**src/rtl/pipeline_pkg.sv**
```systemverilog
// Shared encodings for the 16-bit core: opcodes, hazard-controller FSM states and
// operand-forwarding selects used by Decode, Execute and the hazard controller.
package pipeline_pkg;

  localparam logic [3:0] OP_NOP    = 4'b0000;
  localparam logic [3:0] OP_ADD    = 4'b0001;
  localparam logic [3:0] OP_SUB    = 4'b0010;
  localparam logic [3:0] OP_AND    = 4'b0011;
  localparam logic [3:0] OP_OR     = 4'b0100;
  localparam logic [3:0] OP_XOR    = 4'b0101;
  localparam logic [3:0] OP_JUMP   = 4'b0110;
  localparam logic [3:0] OP_JUMPL  = 4'b0111;
  localparam logic [3:0] OP_JUMPG  = 4'b1000;
  localparam logic [3:0] OP_JUMPE  = 4'b1001;
  localparam logic [3:0] OP_JUMPNE = 4'b1010;
  localparam logic [3:0] OP_CMP    = 4'b1011;
  localparam logic [3:0] OP_LOAD   = 4'b1100;
  localparam logic [3:0] OP_STORE  = 4'b1101;
  localparam logic [3:0] OP_LDI    = 4'b1110;
  localparam logic [3:0] OP_MOV    = 4'b1111;

  typedef enum logic [1:0] {
    ST_RUN     = 2'd0,
    ST_FLUSH   = 2'd1,
    ST_MEMWAIT = 2'd2
  } state_t;

  localparam logic [1:0] FWD_RF  = 2'b00;
  localparam logic [1:0] FWD_EX  = 2'b01;
  localparam logic [1:0] FWD_MEM = 2'b10;

  // Conditional jumps read the flags written by CMP.
  function automatic logic is_cond_jump(input logic [3:0] op);
    return (op >= OP_JUMPL) && (op <= OP_JUMPNE);
  endfunction

endpackage

```
**src/rtl/hazard_fwd_unit.sv**
```systemverilog
// Combinational register-index compare: forwarding selects per source plus
// load-use and CMP->conditional-jump hazard detects.
module hazard_fwd_unit
  import pipeline_pkg::*;
(
  input  logic       id_valid,
  input  logic [3:0] id_opcode,
  input  logic [5:0] id_src1_idx,
  input  logic [5:0] id_src2_idx,
  input  logic       id_use_src1,
  input  logic       id_use_src2,
  input  logic [3:0] ex_opcode,
  input  logic [5:0] ex_dest_idx,
  input  logic       ex_we,
  input  logic [5:0] mem_dest_idx,
  input  logic       mem_we,
  output logic [1:0] fwd_sel1,
  output logic [1:0] fwd_sel2,
  output logic       load_use,
  output logic       flag_hazard
);

  // A LOAD result does not exist in Execute yet, so it can only come from Mem.
  function automatic logic [1:0] pick_fwd(input logic use_src, input logic [5:0] src,
                                          input logic [3:0] ex_op, input logic [5:0] ex_dst,
                                          input logic ex_wr, input logic [5:0] mem_dst,
                                          input logic mem_wr);
    if (use_src && ex_wr && ex_dst == src && ex_op != OP_LOAD) return FWD_EX;
    if (use_src && mem_wr && mem_dst == src)                   return FWD_MEM;
    return FWD_RF;
  endfunction

  logic src1_hit_ex;
  logic src2_hit_ex;

  always_comb begin
    fwd_sel1    = pick_fwd(id_use_src1, id_src1_idx, ex_opcode, ex_dest_idx, ex_we,
                           mem_dest_idx, mem_we);
    fwd_sel2    = pick_fwd(id_use_src2, id_src2_idx, ex_opcode, ex_dest_idx, ex_we,
                           mem_dest_idx, mem_we);
    src1_hit_ex = id_use_src1 && (id_src1_idx == ex_dest_idx);
    src2_hit_ex = id_use_src2 && (id_src2_idx == ex_dest_idx);
    load_use    = id_valid && (ex_opcode == OP_LOAD) && ex_we && (src1_hit_ex || src2_hit_ex);
    flag_hazard = id_valid && (ex_opcode == OP_CMP) && is_cond_jump(id_opcode);
  end

endmodule

```
**src/rtl/pipeline_hazard_ctrl.sv**
```systemverilog
// Decode->Execute->Mem sequencer: stalls, bubbles, jump flushes, memory freeze,
// forwarding selects, mem-wait timeout flag and a saturating stall counter.
module pipeline_hazard_ctrl
  import pipeline_pkg::*;
#(
  parameter int FLUSH_CYCLES = 2,
  parameter int MEM_TIMEOUT  = 15,
  parameter int CNT_W        = 16
) (
  input  logic             clk,
  input  logic             reset,
  input  logic             id_valid,
  input  logic [3:0]       id_opcode,
  input  logic [5:0]       id_src1_idx,
  input  logic [5:0]       id_src2_idx,
  input  logic             id_use_src1,
  input  logic             id_use_src2,
  input  logic [3:0]       ex_opcode,
  input  logic [5:0]       ex_dest_idx,
  input  logic             ex_we,
  input  logic [5:0]       mem_dest_idx,
  input  logic             mem_we,
  input  logic             ex_jump_taken,
  input  logic             mem_busy,
  output logic             pc_stall,
  output logic             id_stall,
  output logic             ex_bubble,
  output logic             flush_if_id,
  output logic [1:0]       fwd_sel1,
  output logic [1:0]       fwd_sel2,
  output logic             mem_timeout_err,
  output logic [CNT_W-1:0] stall_count
);

  localparam int FC_W = $clog2(FLUSH_CYCLES + 1);
  localparam int TO_W = $clog2(MEM_TIMEOUT + 1);
  localparam logic [FC_W-1:0] FLUSH_RELOAD = FC_W'(FLUSH_CYCLES - 1);
  localparam logic [TO_W-1:0] TO_LIMIT     = TO_W'(MEM_TIMEOUT);
  localparam logic [TO_W-1:0] TO_LAST      = TO_W'(MEM_TIMEOUT - 1);

  state_t          state;
  logic [FC_W-1:0] flush_cnt;
  logic [TO_W-1:0] wait_cnt;

  logic [1:0] raw_sel1;
  logic [1:0] raw_sel2;
  logic       load_use;
  logic       flag_hazard;
  logic       wait_act;
  logic       flushing;
  logic       hazard_stall;

  hazard_fwd_unit u_fwd (
    .id_valid     (id_valid),
    .id_opcode    (id_opcode),
    .id_src1_idx  (id_src1_idx),
    .id_src2_idx  (id_src2_idx),
    .id_use_src1  (id_use_src1),
    .id_use_src2  (id_use_src2),
    .ex_opcode    (ex_opcode),
    .ex_dest_idx  (ex_dest_idx),
    .ex_we        (ex_we),
    .mem_dest_idx (mem_dest_idx),
    .mem_we       (mem_we),
    .fwd_sel1     (raw_sel1),
    .fwd_sel2     (raw_sel2),
    .load_use     (load_use),
    .flag_hazard  (flag_hazard)
  );

  // The cycle mem_busy drops still counts as a wait cycle; the pipeline releases a cycle later.
  always_comb begin
    wait_act     = mem_busy || (state == ST_MEMWAIT);
    flushing     = !wait_act && (ex_jump_taken || (state == ST_FLUSH));
    hazard_stall = !wait_act && !flushing && (load_use || flag_hazard);
    pc_stall     = 1'b0;
    id_stall     = 1'b0;
    ex_bubble    = 1'b0;
    flush_if_id  = 1'b0;
    fwd_sel1     = FWD_RF;
    fwd_sel2     = FWD_RF;
    if (!reset) begin
      pc_stall    = wait_act || hazard_stall;
      id_stall    = wait_act || hazard_stall;
      ex_bubble   = hazard_stall;
      flush_if_id = flushing;
      fwd_sel1    = hazard_stall ? FWD_RF : raw_sel1;
      fwd_sel2    = hazard_stall ? FWD_RF : raw_sel2;
    end
  end

  always_ff @(posedge clk) begin
    if (reset) begin
      state           <= ST_RUN;
      flush_cnt       <= '0;
      wait_cnt        <= '0;
      mem_timeout_err <= 1'b0;
      stall_count     <= '0;
    end else begin
      if (pc_stall && stall_count != '1) stall_count <= stall_count + CNT_W'(1);

      if (mem_busy) begin
        if (wait_cnt != TO_LIMIT) wait_cnt <= wait_cnt + TO_W'(1);
        if (wait_cnt >= TO_LAST) mem_timeout_err <= 1'b1;
      end else begin
        wait_cnt <= '0;
      end

      // Leaving MEMWAIT drops any pending flush; Execute still holds the jump and re-resolves it.
      if (mem_busy) begin
        state     <= ST_MEMWAIT;
        flush_cnt <= '0;
      end else if (state == ST_MEMWAIT) begin
        state <= ST_RUN;
      end else if (ex_jump_taken) begin
        if (FLUSH_CYCLES > 1) begin
          state     <= ST_FLUSH;
          flush_cnt <= FLUSH_RELOAD;
        end else begin
          state <= ST_RUN;
        end
      end else if (state == ST_FLUSH) begin
        flush_cnt <= flush_cnt - FC_W'(1);
        if (flush_cnt <= FC_W'(1)) state <= ST_RUN;
      end
    end
  end

endmodule

```
**config.mk**
```make
export PLATFORM = sky130hd
export DESIGN_NAME = pipeline_hazard_ctrl
export DESIGN_NICKNAME = d
export VERILOG_FILES = /design/src/rtl/pipeline_pkg.sv /design/src/rtl/hazard_fwd_unit.sv /design/src/rtl/pipeline_hazard_ctrl.sv
export SDC_FILE = /design/constraint.sdc
export NUM_CORES = 1
export LEC_CHECK = 0
export BUFFER_PORTS_ARGS = -buffer_cell sky130_fd_sc_hd__clkbuf_2
export CAP_MARGIN = 20
export CORE_MARGIN = 5
export CORE_UTILIZATION = 53
export CTS_CLUSTER_SIZE = 10
export DETAILED_ROUTE_END_ITERATION = 10
export GPL_ROUTABILITY_DRIVEN = 0
export PLACE_DENSITY = 0.86
export SLEW_MARGIN = 20
export SYNTH_ARGS = -nofsm -noshare
export SYNTH_HDL_FRONTEND = slang
export SYNTH_HIERARCHICAL = 1
export SYNTH_SLANG_ARGS = --single-unit
export TNS_END_PERCENT = 20
```
**constraint.sdc**
```tcl
create_clock -name clk -period 5.3 [get_ports clk]
set_clock_uncertainty 0.1 [all_clocks]
set_input_delay 0.53 -clock clk [delete_from_list [all_inputs] [get_ports clk]]
set_output_delay 0.53 -clock clk [all_outputs]
set_load 0.05 [all_outputs]
```
==> metrics list <==
- After detailed routing, the average wire length per cell comes to 13.15 um.
- Max-capacitance violation count: 0
- Number of buffers inserted by post-CTS setup repair: 0
- The share of the Yosys chip area taken by registers is 0.2907.
- Counting the buffers created by CTS gives 3.
- Count of vias placed by the detailed router: 1766
* Overall track demand over capacity in global routing: 0.2048
* Worst-path clk slew: 130 ps
- Number of standard cells in the layout, taps in and fillers out: 320
- Crit. Startpoint: ex_dest_idx[0]
* Largest buffer count on any clock path: 2
- The worst setup path is captured at an output port.
- The share of total power dissipated in sequential elements is 0.535.
- Cell type group with the largest total delay on the critical path: simple AND/OR/NAND/NOR gates
* Most common library cell in the layout ignoring fill and taps: sky130_fd_sc_hd__clkbuf_2
* Worst setup path class: primary input to output port
- Switching share of total power: 0.3087
- Sinks on Clock Net: 25
- CP arrival: 2450 ps
- Slew of the pin with the lowest slew margin: 708.4 ps
- Synth cell types: 41
* Post-placement cell count: 316
* Pin count of the biggest net entering global routing: 24
* Top_reg_cell synth: sky130_fd_sc_hd__dfxtp_1
* Number of synthesized register bits: 25
- Total count of hold-check failures in the final report: 0
* Number of enable-type register cells in the synthesized netlist: 0
* Die outline width: 67.00 um
- The clock reaches the later pin of the worst-skew pair after 310 ps.
- At the worst endpoint, the required time is around 4700 ps.
* Floorplan die area: 0.004488 mm2
* Buffering stage count on the worst path with inverters included: 2
- For this design, the slowest cell found on the critical path is sky130_fd_sc_hd__or4_1.
- CTS tree: done
- Total power: 0.0003696 W
- The detail route stage leaves a number of antenna-violating nets equal to 0.
- After detailed routing, the number of vias per cell comes to 5.519.
- Setup repair after global routing left no endpoint under its margin.
- Layout-stage area growth over the synthesis result: 20.78%
- Nets: ~320
- In this run the number of H-tree levels came out at 1.
- The min-delay analysis places its worst path in the category flip-flop to flip-flop.
- The cell sitting at the root of the clock tree is a sky130_fd_sc_hd__clkbuf_4.
- Detailed placement finished with a half-perimeter wire length of around 3500 um.
- After floorplanning, the core was divided into 20 placement rows.
- Along the worst path, the maximum fanout reaches 7.
- Worst max-slew margin expressed relative to the limit: 0.5237
- Core region area: 0.003078 mm2
- Portion of total power attributed to the clock network: 0.231
- Across the VDD grid, the largest voltage drop is 0.0001706 V.
- Hold buffers post-CTS: 0
* Total standard cell area after synthesis: 0.001722 mm2
- The initial antenna violation count came to 0.
- Synthesized area per cell: slightly above 8 um2
- Net switching power figure: approximately 0.00011 W
* Synthesis warning total: 6
- Proportion of power drawn by combinational gates: 0.234
* Share of synthesized flip-flops with an asynchronous set or reset: 0
- Final worst setup slack: 2225 ps
* Total setup violations reported at the end of the flow: 0
- Fill cells in the final layout number approximately 290.
- Count of unresolved DRC violations after routing: 0
* Slowest cell delay on critical path: 420 ps
- Kind of launch point of the worst setup path: primary input
- Setup slack after placement: approximately 2300 ps
- Of the cells placed in the final design, the portion with a size suffix greater than 1 is 0.2681.
- In this run the critical register-to-register path is launched from state[1].
- For this configuration, the core starts out at a cell density of 0.5593.
- Minimum clock period after layout: 3075 ps
- In this run the most critical hold path is launched from mem_timeout_err.
* Power density of the placed cells: 177.7 mW/mm2
- Walking the worst path, the cells encountered are clkbuf_2 > xnor2_1 > nand4_1 > or4_1 > a21oi_1 > nor2_1 > o31a_1 > nor2_1 > clkbuf_2.
- Post-layout util: 0.6756
- Once the clock tree was built, the resizer swapped 0 gates to a different size.
- Post-synthesis instance total: 213
- Number of iterations in the first detailed-routing pass: 4
* Final max-slew violation count: 0
- FMAX: about 330 MHz
* Leak: between 0.8 and 0.9 nW
- Power Internal: 0.0002555 W
- The floorplan step set the die height to 67.00 um.
* Vias in the first global route: roughly 1600
- Number of placed I/O pins: 66
* First-pass GRT wire length: 7134 um
* Antenna Cells: 0
- The number of nets handed over by synthesis was 260.
* Port Buffers: 65
* Fraction of the cycle the final worst path needs: 0.5802
- DR iter-0 viols: 110
- Aggregate global routing overflow: 0
- In the layout the commonest cells are sky130_fd_sc_hd__clkbuf_2, sky130_fd_sc_hd__nor2_1, sky130_fd_sc_hd__dfxtp_1.
- Final wirelength: 4207 um
* Outcome: complete, no violations
* Final sum of negative setup slack: 0 ps
power groups by stage:
stage	sequential [W]	combinational [W]	clock [W]
global route	0.000199	0.0000952	0.0000948
global placement	0.000201	0.0000838	0
finish	0.000198	0.0000863	0.0000855
detailed placement	0.000202	0.0000859	0
floorplan	0.000209	0.0000478	0
CTS	0.000198	0.0000863	0.0000855
worst paths after layout:
kind	slack (ps)	depth (start not counted)	to
setup reg to reg	3100	6	stall_count[7]
hold reg to reg	360	2	mem_timeout_err
hold / removal	360	2	mem_timeout_err
setup / recovery	2220	9	pc_stall
layer usage:
metal	track usage	wire length (um)	up-vias
met5	0	0	-
met1	0.2607	1926	822
met2	0.3614	2104	41
li1	-	-	899
met4	0.02785	30	0
met3	0.04216	145	4
cell usage after synthesis, types with 2 or more instances:
master                     count  area, um2
sky130_fd_sc_hd__o21ai_0       5      25.02
sky130_fd_sc_hd__buf_6         2      22.52
sky130_fd_sc_hd__ha_1          6      75.07
sky130_fd_sc_hd__nand3_1      10      50.05
sky130_fd_sc_hd__and4bb_2      2      25.02
sky130_fd_sc_hd__xor2_1       14      122.6
sky130_fd_sc_hd__nand4_1      13      81.33
sky130_fd_sc_hd__inv_1        10      37.54
sky130_fd_sc_hd__nor3_1       12      60.06
sky130_fd_sc_hd__nor4_1        3      18.77
sky130_fd_sc_hd__dfxtp_1      25      500.5
sky130_fd_sc_hd__mux2i_1       3      30.03
sky130_fd_sc_hd__a21oi_1       7      35.03
sky130_fd_sc_hd__a211oi_1      7      52.55
sky130_fd_sc_hd__buf_4         3      22.52
sky130_fd_sc_hd__and2_1        5      31.28
sky130_fd_sc_hd__nand2_1      10      37.54
sky130_fd_sc_hd__nor2_1       29      108.9
sky130_fd_sc_hd__o31ai_1       3      22.52
sky130_fd_sc_hd__or4_1         3      22.52
sky130_fd_sc_hd__xnor2_1      17      148.9
sky130_fd_sc_hd__or3_1         4      25.02
sky130_fd_sc_hd__nand3b_1      2      15.01
cell families (layout without fill, tap and decap cells):
kind of cell             count (synthesis)  after routing  share of synthesized area
adder cells (fa/ha/maj)                  6              6                    0.04360
buffers and inverters                   16             79                    0.05014
AND/OR/NAND/NOR                        101            101                     0.3176
flip-flops                              25             25                     0.2907
XOR/XNOR                                31             31                     0.1577
multiplexers                             3              3                    0.01744
AO/OA/AOI/OAI                           31             31                     0.1228
stage by stage:
step | hold WS (ps) | cell area, um2
final | 364.8 | 2079
after global routing | 391.4 | 2079
after CTS | 370.9 | 2079
after detailed placement | 352.0 | 2053
after global placement | 335.3 | 2053
after floorplan | 365.8 | 1722
sequential cells by signal (all words and copies together), names as in the netlist:
name             flops
flush_cnt            2
stall_count         16
wait_cnt             4
mem_timeout_err      1
state                2
worst register-to-register path, cell delays in order, from the launching register on:
cell,delay [ps]
sky130_fd_sc_hd__dfxtp_1,360
sky130_fd_sc_hd__inv_1,60
sky130_fd_sc_hd__ha_1,270
sky130_fd_sc_hd__o31a_1,390
sky130_fd_sc_hd__a211o_1,380
sky130_fd_sc_hd__or4_1,440
sky130_fd_sc_hd__a21oi_1,150
layout make-up:
class	instances	area [um2]	area share
Clock buffer	4	26.28	0.01264
Multi-Input combinational cell	172	1135	0.5457
Sequential cell	25	500.5	0.2407
Tap cell	44	55.05	0.02647
Timing Repair Buffer	65	325.3	0.1564
Inverter	10	37.54	0.01805
No activity file was read; power rests on OpenSTA's default activity.
